## src/rtl/uart_boot_ctrl_if.sv

```systemverilog
// Signal bundle between the boot sequencer and its UART, RAM write port and CPU core.
interface uart_boot_ctrl_if;
    logic [7:0]  rx_data;
    logic        rx_valid;
    logic [7:0]  tx_data;
    logic        tx_start;
    logic        tx_busy;
    logic [15:0] ram_addr;
    logic [7:0]  ram_wdat;
    logic        ram_we;
    logic        cpu_reset;
    logic        boot_done;
    logic        boot_err;

    modport master (
        input  rx_data, rx_valid, tx_busy,
        output tx_data, tx_start, ram_addr, ram_wdat, ram_we,
        output cpu_reset, boot_done, boot_err
    );

    modport slave (
        output rx_data, rx_valid, tx_busy,
        input  tx_data, tx_start, ram_addr, ram_wdat, ram_we,
        input  cpu_reset, boot_done, boot_err
    );
endinterface

```

## src/rtl/uart_boot_ctrl.sv

```systemverilog
// Serial boot loader: holds the 6502 in reset, writes downloaded records into RAM,
// ACKs/NAKs each record and releases the CPU on a go record or on boot timeout.
module uart_boot_ctrl #(
    parameter logic [23:0] BOOT_TO  = 24'd12_000_000,
    parameter logic [15:0] BYTE_TO  = 16'd12_000,
    parameter logic [7:0]  ACK_BYTE = 8'h06,
    parameter logic [7:0]  NAK_BYTE = 8'h15
) (
    input  logic            clk,
    input  logic            reset_n,
    uart_boot_ctrl_if.master bus
);
    localparam logic [7:0] SYNC_BYTE = 8'h55;

    typedef enum logic [3:0] {
        S_WAIT_SYNC = 4'd0,
        S_ADDR_H    = 4'd1,
        S_ADDR_L    = 4'd2,
        S_LEN_H     = 4'd3,
        S_LEN_L     = 4'd4,
        S_DATA      = 4'd5,
        S_CSUM      = 4'd6,
        S_SEND      = 4'd7,
        S_SEND_WAIT = 4'd8,
        S_RUN       = 4'd9
    } state_e;

    function automatic logic [7:0] csum_add(input logic [7:0] acc, input logic [7:0] b);
        return acc + b;
    endfunction

    state_e      state_q, state_d;
    logic [15:0] ptr_q, ptr_d;
    logic [15:0] len_q, len_d;
    logic [7:0]  csum_q, csum_d;
    logic [23:0] boot_cnt_q, boot_cnt_d;
    logic [15:0] idle_cnt_q, idle_cnt_d;
    logic        accepted_q, accepted_d;
    logic        zero_len_q, zero_len_d;
    logic        go_q, go_d;
    logic        skip_q, skip_d;
    logic [7:0]  tx_data_q, tx_data_d;
    logic        tx_start_q, tx_start_d;
    logic [15:0] ram_addr_q, ram_addr_d;
    logic [7:0]  ram_wdat_q, ram_wdat_d;
    logic        ram_we_q, ram_we_d;
    logic        cpu_reset_q, cpu_reset_d;
    logic        boot_done_q, boot_done_d;
    logic        boot_err_q, boot_err_d;
    logic [15:0] len_full_s;

    // Next-state and next-output computation for the whole sequencer.
    always_comb begin
        state_d     = state_q;
        ptr_d       = ptr_q;
        len_d       = len_q;
        csum_d      = csum_q;
        boot_cnt_d  = boot_cnt_q;
        idle_cnt_d  = idle_cnt_q;
        accepted_d  = accepted_q;
        zero_len_d  = zero_len_q;
        go_d        = go_q;
        skip_d      = skip_q;
        tx_data_d   = tx_data_q;
        tx_start_d  = 1'b0;
        ram_addr_d  = ram_addr_q;
        ram_wdat_d  = ram_wdat_q;
        ram_we_d    = 1'b0;
        boot_err_d  = boot_err_q;
        len_full_s  = {len_q[15:8], bus.rx_data};

        case (state_q)
            S_WAIT_SYNC: begin
                if (!accepted_q) begin
                    boot_cnt_d = boot_cnt_q + 24'd1;
                end else begin
                    boot_cnt_d = boot_cnt_q;
                end
                // A sync byte wins over a boot timeout landing in the same cycle.
                if (bus.rx_valid && (bus.rx_data == SYNC_BYTE)) begin
                    csum_d     = 8'h00;
                    idle_cnt_d = 16'd0;
                    state_d    = S_ADDR_H;
                end else if (!accepted_q && ((boot_cnt_q + 24'd1) == BOOT_TO)) begin
                    state_d = S_RUN;
                end else begin
                    state_d = S_WAIT_SYNC;
                end
            end

            S_ADDR_H, S_ADDR_L, S_LEN_H, S_LEN_L, S_DATA, S_CSUM: begin
                if (bus.rx_valid) begin
                    idle_cnt_d = 16'd0;
                    csum_d     = csum_add(csum_q, bus.rx_data);
                    case (state_q)
                        S_ADDR_H: begin
                            ptr_d[15:8] = bus.rx_data;
                            state_d     = S_ADDR_L;
                        end
                        S_ADDR_L: begin
                            ptr_d[7:0] = bus.rx_data;
                            state_d    = S_LEN_H;
                        end
                        S_LEN_H: begin
                            len_d[15:8] = bus.rx_data;
                            state_d     = S_LEN_L;
                        end
                        S_LEN_L: begin
                            len_d      = len_full_s;
                            zero_len_d = (len_full_s == 16'd0);
                            state_d    = (len_full_s == 16'd0) ? S_CSUM : S_DATA;
                        end
                        S_DATA: begin
                            ram_we_d   = 1'b1;
                            ram_wdat_d = bus.rx_data;
                            ram_addr_d = ptr_q;
                            ptr_d      = ptr_q + 16'd1;
                            len_d      = len_q - 16'd1;
                            state_d    = (len_q == 16'd1) ? S_CSUM : S_DATA;
                        end
                        S_CSUM: begin
                            if (bus.rx_data == csum_q) begin
                                tx_data_d  = ACK_BYTE;
                                accepted_d = 1'b1;
                                go_d       = zero_len_q;
                            end else begin
                                tx_data_d  = NAK_BYTE;
                                boot_err_d = 1'b1;
                                go_d       = 1'b0;
                            end
                            state_d = S_SEND;
                        end
                        default: state_d = S_WAIT_SYNC;
                    endcase
                end else if ((idle_cnt_q + 16'd1) == BYTE_TO) begin
                    idle_cnt_d = 16'd0;
                    tx_data_d  = NAK_BYTE;
                    boot_err_d = 1'b1;
                    go_d       = 1'b0;
                    state_d    = S_SEND;
                end else begin
                    idle_cnt_d = idle_cnt_q + 16'd1;
                end
            end

            S_SEND: begin
                if (!bus.tx_busy) begin
                    tx_start_d = 1'b1;
                    skip_d     = 1'b1;
                    state_d    = S_SEND_WAIT;
                end else begin
                    state_d = S_SEND;
                end
            end

            // The first cycle is skipped because tx_busy only rises after tx_start.
            S_SEND_WAIT: begin
                if (skip_q) begin
                    skip_d = 1'b0;
                end else if (!bus.tx_busy) begin
                    state_d = go_q ? S_RUN : S_WAIT_SYNC;
                end else begin
                    state_d = S_SEND_WAIT;
                end
            end

            S_RUN: state_d = S_RUN;

            default: state_d = S_WAIT_SYNC;
        endcase

        cpu_reset_d = (state_d != S_RUN);
        boot_done_d = (state_d == S_RUN);
    end

    // State, counters and registered outputs.
    always_ff @(posedge clk or negedge reset_n) begin
        if (!reset_n) begin
            state_q     <= S_WAIT_SYNC;
            ptr_q       <= 16'd0;
            len_q       <= 16'd0;
            csum_q      <= 8'd0;
            boot_cnt_q  <= 24'd0;
            idle_cnt_q  <= 16'd0;
            accepted_q  <= 1'b0;
            zero_len_q  <= 1'b0;
            go_q        <= 1'b0;
            skip_q      <= 1'b0;
            tx_data_q   <= 8'd0;
            tx_start_q  <= 1'b0;
            ram_addr_q  <= 16'd0;
            ram_wdat_q  <= 8'd0;
            ram_we_q    <= 1'b0;
            cpu_reset_q <= 1'b1;
            boot_done_q <= 1'b0;
            boot_err_q  <= 1'b0;
        end else begin
            state_q     <= state_d;
            ptr_q       <= ptr_d;
            len_q       <= len_d;
            csum_q      <= csum_d;
            boot_cnt_q  <= boot_cnt_d;
            idle_cnt_q  <= idle_cnt_d;
            accepted_q  <= accepted_d;
            zero_len_q  <= zero_len_d;
            go_q        <= go_d;
            skip_q      <= skip_d;
            tx_data_q   <= tx_data_d;
            tx_start_q  <= tx_start_d;
            ram_addr_q  <= ram_addr_d;
            ram_wdat_q  <= ram_wdat_d;
            ram_we_q    <= ram_we_d;
            cpu_reset_q <= cpu_reset_d;
            boot_done_q <= boot_done_d;
            boot_err_q  <= boot_err_d;
        end
    end

    assign bus.tx_data   = tx_data_q;
    assign bus.tx_start  = tx_start_q;
    assign bus.ram_addr  = ram_addr_q;
    assign bus.ram_wdat  = ram_wdat_q;
    assign bus.ram_we    = ram_we_q;
    assign bus.cpu_reset = cpu_reset_q;
    assign bus.boot_done = boot_done_q;
    assign bus.boot_err  = boot_err_q;
endmodule
```

## src/flat_wrapper.sv

```systemverilog
// flat-port wrapper written by rule: the top's interface ports become plain ports
module uart_boot_ctrl_flat 
#(
    parameter logic [23:0] BOOT_TO  = 24'd12_000_000,
    parameter logic [15:0] BYTE_TO  = 16'd12_000,
    parameter logic [7:0]  ACK_BYTE = 8'h06,
    parameter logic [7:0]  NAK_BYTE = 8'h15
)
  (clk, reset_n, bus_rx_data, bus_rx_valid, bus_tx_busy, bus_tx_data, bus_tx_start, bus_ram_addr, bus_ram_wdat, bus_ram_we, bus_cpu_reset, bus_boot_done, bus_boot_err);
  uart_boot_ctrl_if bus_i ();
  input  logic clk;
  input  logic reset_n;
  input wire logic [$bits(bus_i.rx_data)-1:0] bus_rx_data;
  input wire logic [$bits(bus_i.rx_valid)-1:0] bus_rx_valid;
  input wire logic [$bits(bus_i.tx_busy)-1:0] bus_tx_busy;
  output wire logic [$bits(bus_i.tx_data)-1:0] bus_tx_data;
  output wire logic [$bits(bus_i.tx_start)-1:0] bus_tx_start;
  output wire logic [$bits(bus_i.ram_addr)-1:0] bus_ram_addr;
  output wire logic [$bits(bus_i.ram_wdat)-1:0] bus_ram_wdat;
  output wire logic [$bits(bus_i.ram_we)-1:0] bus_ram_we;
  output wire logic [$bits(bus_i.cpu_reset)-1:0] bus_cpu_reset;
  output wire logic [$bits(bus_i.boot_done)-1:0] bus_boot_done;
  output wire logic [$bits(bus_i.boot_err)-1:0] bus_boot_err;
  assign bus_i.rx_data = bus_rx_data;
  assign bus_i.rx_valid = bus_rx_valid;
  assign bus_i.tx_busy = bus_tx_busy;
  assign bus_tx_data = bus_i.tx_data;
  assign bus_tx_start = bus_i.tx_start;
  assign bus_ram_addr = bus_i.ram_addr;
  assign bus_ram_wdat = bus_i.ram_wdat;
  assign bus_ram_we = bus_i.ram_we;
  assign bus_cpu_reset = bus_i.cpu_reset;
  assign bus_boot_done = bus_i.boot_done;
  assign bus_boot_err = bus_i.boot_err;
  uart_boot_ctrl #(.BOOT_TO(BOOT_TO), .BYTE_TO(BYTE_TO), .ACK_BYTE(ACK_BYTE), .NAK_BYTE(NAK_BYTE)) u_core (.clk(clk), .reset_n(reset_n), .bus(bus_i));
endmodule
```

## config.mk

```make
export PLATFORM = sky130hd
export DESIGN_NAME = uart_boot_ctrl_flat
export DESIGN_NICKNAME = d
export VERILOG_FILES = /design/src/rtl/uart_boot_ctrl_if.sv /design/src/rtl/uart_boot_ctrl.sv /design/src/flat_wrapper.sv
export SDC_FILE = /design/constraint.sdc
export NUM_CORES = 1
export LEC_CHECK = 0
export ABC_AREA = 0
export BUFFER_PORTS_ARGS = -buffer_cell sky130_fd_sc_hd__buf_2
export CORE_MARGIN = 4
export CORE_UTILIZATION = 35
export DETAILED_ROUTE_END_ITERATION = 7
export MAX_ROUTING_LAYER = met4
export PLACE_DENSITY = 0.52
export SLEW_MARGIN = 5
export SYNTH_ARGS = -nofsm -noshare
export SYNTH_HDL_FRONTEND = slang
export SYNTH_SLANG_ARGS = --single-unit
```

## constraint.sdc

```tcl
create_clock -name clk -period 3 [get_ports clk]
set_input_delay 0.3 -clock clk [delete_from_list [all_inputs] [get_ports clk]]
set_output_delay 0.3 -clock clk [all_outputs]
set_load 0.02 [all_outputs]
```

## Word level (Yosys, flattened, before mapping)

Cells that the tools add are included.

- $add $sub $neg: 5
- Equality and inequality tests: 21
- Multiplexer cells: 42
- Bitwise operators: 1
- Reductions and logical operators: 26

Operator list:

| operator | count |
|---|---|
| $pmux 8 s2 | 5 |
| $mux 16 | 3 |
| $mux 8 | 5 |
| $add 16x1->16 const B | 2 |
| $mux 4 | 8 |
| $pmux 16 s2 | 1 |
| $add 24x1->24 const B | 1 |
| $eq 24x24->1 const B | 1 |
| $pmux 4 s6 | 1 |
| $reduce_and 3->1 | 8 |
| $pmux 4 s5 | 1 |
| $eq 16x1->1 const B | 1 |
| $eq 16x14->1 const B | 1 |
| $eq 4x3->1 const B | 4 |
| $logic_not 16->1 | 1 |
| $sub 16x1->16 const B | 1 |
| $mux 1 | 14 |
| $reduce_bool 2->1 | 7 |
| $eq 4x4->1 const B | 3 |
| $add 8x8->8 | 1 |
| $eq 4x2->1 const B | 2 |
| $eq 8x7->1 const B | 1 |
| $eq 8x8->1 | 1 |
| $reduce_and 4->1 | 2 |
| 13 further kinds | 20 |

- Bits in registers: 125
- Output and inout bits: 37
- Word-level logic and storage cells: 115

## Longest topological paths before layout

- Word-level depth: 7
- Mapped depth: 9
- Mapped depth without buffers: 8

## Least setup slack after synthesis

Ideal clock, no wire load.

- Path kind: reg-to-reg
- Start: reg u_core.boot_cnt_q[13]
- End: reg u_core.cpu_reset_q, in the netlist u_core.bus.cpu_reset
- Data arrival time: 2482 ps
- Setup slack: 443 ps
- Stages on the path, launching flop included: 10
- Buffers on the path: 2
- Cell sequence: dfrtp_1 -> clkbuf_2 -> and3_1 -> and3_1 -> clkbuf_1 -> nand4_1 -> mux2i_1 -> or4_1 -> or4b_4 -> and2_4

- Word-level cells in the longest chain between the ends: 7

Ends and longest elaborated chain:

| what | line | source |
|---|---|---|
| start: declaration | uart_boot_ctrl.sv:36 | `logic [23:0] boot_cnt_q, boot_cnt_d;` |
| start signal: assignment | uart_boot_ctrl.sv:202 | `boot_cnt_q <= boot_cnt_d;` |
| $add 24x1->24 | uart_boot_ctrl.sv:84 | `end else if (!accepted_q && ((boot_cnt_q + 24'd1) == BOOT_TO)) begin` |
| $eq 24x24->1 | uart_boot_ctrl.sv:84 |  |
| $logic_and 1x1->1 | uart_boot_ctrl.sv:84 |  |
| $mux 4 | uart_boot_ctrl.sv:84 |  |
| $mux 4 | uart_boot_ctrl.sv:80 | `if (bus.rx_valid && (bus.rx_data == SYNC_BYTE)) begin` |
| $pmux 4 s5 | uart_boot_ctrl.sv:72 | `case (state_q)` |
| $ne 4x4->1 | uart_boot_ctrl.sv:172 | `cpu_reset_d = (state_d != S_RUN);` |
| via u_core.cpu_reset_d | uart_boot_ctrl.sv:47 | `logic cpu_reset_q, cpu_reset_d;` |
| end signal: assignment | uart_boot_ctrl.sv:213 | `cpu_reset_q <= cpu_reset_d;` |
| end: declaration | uart_boot_ctrl.sv:47 |  |

The timed path passes the listed nets, and every way through them passes these cells.
A chain may end at the register's enable or synchronous reset.

## Worst setup path after layout

- Start: reg u_core.boot_cnt_q[6]
- End: reg u_core.cpu_reset_q, in the netlist u_core.bus.cpu_reset

Same word-level chain as after synthesis.

==> results.yml <==
status:
  outcome: "finished clean"
pwr:
  ir_drop_mv: 0.420
  power_mw: 7.49
  power_density_mw_per_mm2: 970
  power.leakage_nw: 3.46
setup_path:
  reg2reg_to: "u_core.bus.cpu_reset$_DFF_PN1_"
  end_kind: "register"
  cp_max_fo: 9
  start_kind: "register"
  reg2reg_depth: 7
  crit_required_ps: 3340
  crit_type: "register to register"
  r2r-start: "u_core.boot_cnt_q[6]$_DFFE_PN0P_"
  r2r_slack_ps: 220
  arrival_ps: 3130
final_layout:
  seqCellArea_mm2: 0.00300
  stdcell_count: 991
  fillCellCount: 1817
  final_area_mm2: 0.00773
  finalNetCount: 770
  insertedDiodeCount: 0
  drive_gt1_share_pct: 17.2
  area_growth_pct: 16.7
  multiInputGateArea_mm2: 0.00339
place:
  place.gp.congestion: 0.894
  dpl-instance-area_mm2: 0.00708
  dp.final_hpwl_um: 11300
  io_buffers: 44
  placed_cells: 958
sta:
  clock.fmax_mhz: 359
  fin_crit_sh_pct: 92.7
  finClkSkew_ps: 8.92
  maxSlewViolCount: 0
  worst_pin_slew_ps: 977
  relSlewSlack_pct: 34.4
  setup_viol: 0
  rsz0062_at_grt: "no"
  finalSetupTns_ps: 0
  hold_viol_final: 0
  hold_slack_ps: 203
  fin_crit_ps: 2780
die:
  fp.dieH_um: 146
  die-area_mm2: 0.0212
  core-area_mm2: 0.0186
  initial_core_util_pct: 35.5
  ioPinCount: 49
  die_w_um: 146
  rows: 50
grt:
  grt_start_max_net_pins: 54
  grt-ovfl-total: 0
  antenna_found_initial: 0
  grt_pass1_vias: 5368
  grtUsageTotal_pct: 15.9
  grt_pass1_wl_um: 27000
detailed_routing:
  route.detailed.drc: 0
  detail_route.wirelength_um: 16300
  ant_nets: 0
  wire_per_inst_um: 16.4
  vias_per_cell: 5.51
  dr.pass1.iters: 7
  dr.first_iter.drc_count: 388
  via_count: 5460
clock_network:
  numCtsBuffers: 17
  cts_setup_buffers: 0
  clk_path_buf_depth: 2
  cts_sinks: 120
  h-tree-depth: 4
  cts_resized: 0
  cts_tree: "yes"
  clk_pin_slew_worst_paths_ps: 60
  cts_root_buf: "clkbuf_16"
  clock_latency_ps: 420
synth:
  ys.flop_type: "dfrtp_1"
  syn_avg_cell_area_um2: 9.41
  synth_area_leaders: "dfrtp_1 45%, mux2_2 4.3%, xnor2_1 4.0%"
  synth_top_cell_by_area: "dfrtp_1"
  synth_seq_cells: 120
  synthCells: 704
  synth-edff-count: 0
  ys_warn_count: 0
  synth_top_area_share_pct: 45.0
  seq_area_frac_synth_pct: 45.4
  async_flop_share_pct: 100
  syn-cell-area_mm2: 0.00662
  synth.distinct_cells: 62
worst_hold_path:
  hp-class: "input pin to register"
  hp-start: "bus_tx_busy"
  whs_endpoint: "u_core.state_q[1]$_DFF_PN0_"
  whs_path_depth: 3
flow_run:
  maxCapViolations: 0
==> layout by cell type (no fill, tap or decap), types with 17 or more instances in the layout <==
cell type / count
a21oi_1: 42
and3_1: 19
nor3_1: 21
nand3_1: 33
dfrtp_1: 119
xnor2_1: 30
o21ai_0: 52
buf_2: 43
clkbuf_16: 17
nand2_1: 58
mux2_2: 25
nor2_1: 65
==> synth_stat cells, drive strengths merged, types with 4 or more instances <==
master  number
nor2        66
nand2       58
nor4        11
buf         12
and3        19
xor2        15
a31oi        9
ha          13
a31o         4
nand4       16
o22ai        4
dfrtp      119
a21o        11
o21ai       53
mux2        26
nor3b        6
a21oi       42
or3          7
inv         15
and2         6
or4          6
o22a         8
and4         5
nand3       33
mux2i        6
a22o        13
xnor2       30
nor3        22
clkbuf      29
==> metrics by stage <==
stage | utilization (%) | setup WS (ps)
after floorplan | - | 443
after global placement | 38.0 | 304
after detailed placement | 38.0 | 224
after CTS | 41.4 | 224
after global routing | 41.4 | 72.1
final | 41.4 | 218
==> routing by layer <==
layer,up-vias,wire length (um),global-route usage [%]
li1,2636,-,-
met1,2680,7750,20.2
met2,122,7730,25.0
met3,22,528,3.15
met4,0,267,6.36
met5,-,0,-
==> layout make-up <==
type | instances | area share (%)
clock buffers | 18 | 5.68
clock inverters | 14 | 2.54
inverters | 15 | 0.729
multi-input cells | 531 | 43.8
flip-flops and latches | 120 | 38.9
well taps | 234 | 3.79
repair buffers | 59 | 4.53
==> cells by family (layout without fill, tap and decap cells) <==
kind of cell / Yosys count / after routing / synth area share, %
multiplexers: 32 / 32 / 5.39
buffers and inverters: 56 / 106 / 3.76
flip-flops: 120 / 120 / 45.4
other: 1 / 4 / 0.0566
AO/OA/AOI/OAI: 169 / 169 / 16.3
adder cells (fa/ha/maj): 14 / 14 / 2.76
XOR/XNOR: 45 / 45 / 5.95
AND/OR/NAND/NOR: 267 / 267 / 20.4
==> what timing repair did <==
action / 4_1_cts / 5_1_grt
hold endpoints to repair: 51 / 0
setup endpoints to repair: 0 / 0
hold buffers: 1 / 0
==> state kept, by name, indices dropped and copies added (netlist names), 3 cells and up <==
signal               cells
u_core.boot_cnt_q       24
u_core.bus.ram_addr     16
u_core.idle_cnt_q       16
u_core.len_q            16
u_core.ptr_q            16
u_core.bus.ram_wdat      8
u_core.csum_q            8
u_core.state_q           4
u_core.bus.tx_data       3
==> how the worst max path moves through the flow <==
stage,end,from,cells after the start,slack (ps)
floorplan,u_core.bus.cpu_reset$_DFF_PN1_,u_core.boot_cnt_q[13]$_DFFE_PN0P_,9,440
global placement,u_core.bus.cpu_reset$_DFF_PN1_,u_core.boot_cnt_q[6]$_DFFE_PN0P_,7,300
detailed placement,u_core.bus.cpu_reset$_DFF_PN1_,u_core.boot_cnt_q[6]$_DFFE_PN0P_,7,220
CTS,u_core.bus.cpu_reset$_DFF_PN1_,u_core.boot_cnt_q[6]$_DFFE_PN0P_,7,220
global route,u_core.idle_cnt_q[12]$_DFFE_PN0P_,u_core.idle_cnt_q[0]$_DFFE_PN0P_,9,70
finish,u_core.bus.cpu_reset$_DFF_PN1_,u_core.boot_cnt_q[6]$_DFFE_PN0P_,7,220
==> power by group <==
group	leakage, nW	switching, mW	total, mW	internal (mW)
registers	1.51	0.438	2.58	2.14
clock network	0.303	0.771	2.19	1.42
logic	1.64	1.63	2.73	1.10
total	3.46	2.84	7.49	4.66
==> critical path: stages (launching register included) <==
cell and delay, ps:
dfrtp_1 500, and4_4 290, and3_1 310, nand4_2 140, mux2_4 320, or4_1 420
or4b_4 560, and2_4 170
No activity file was read; power rests on OpenSTA's default activity.
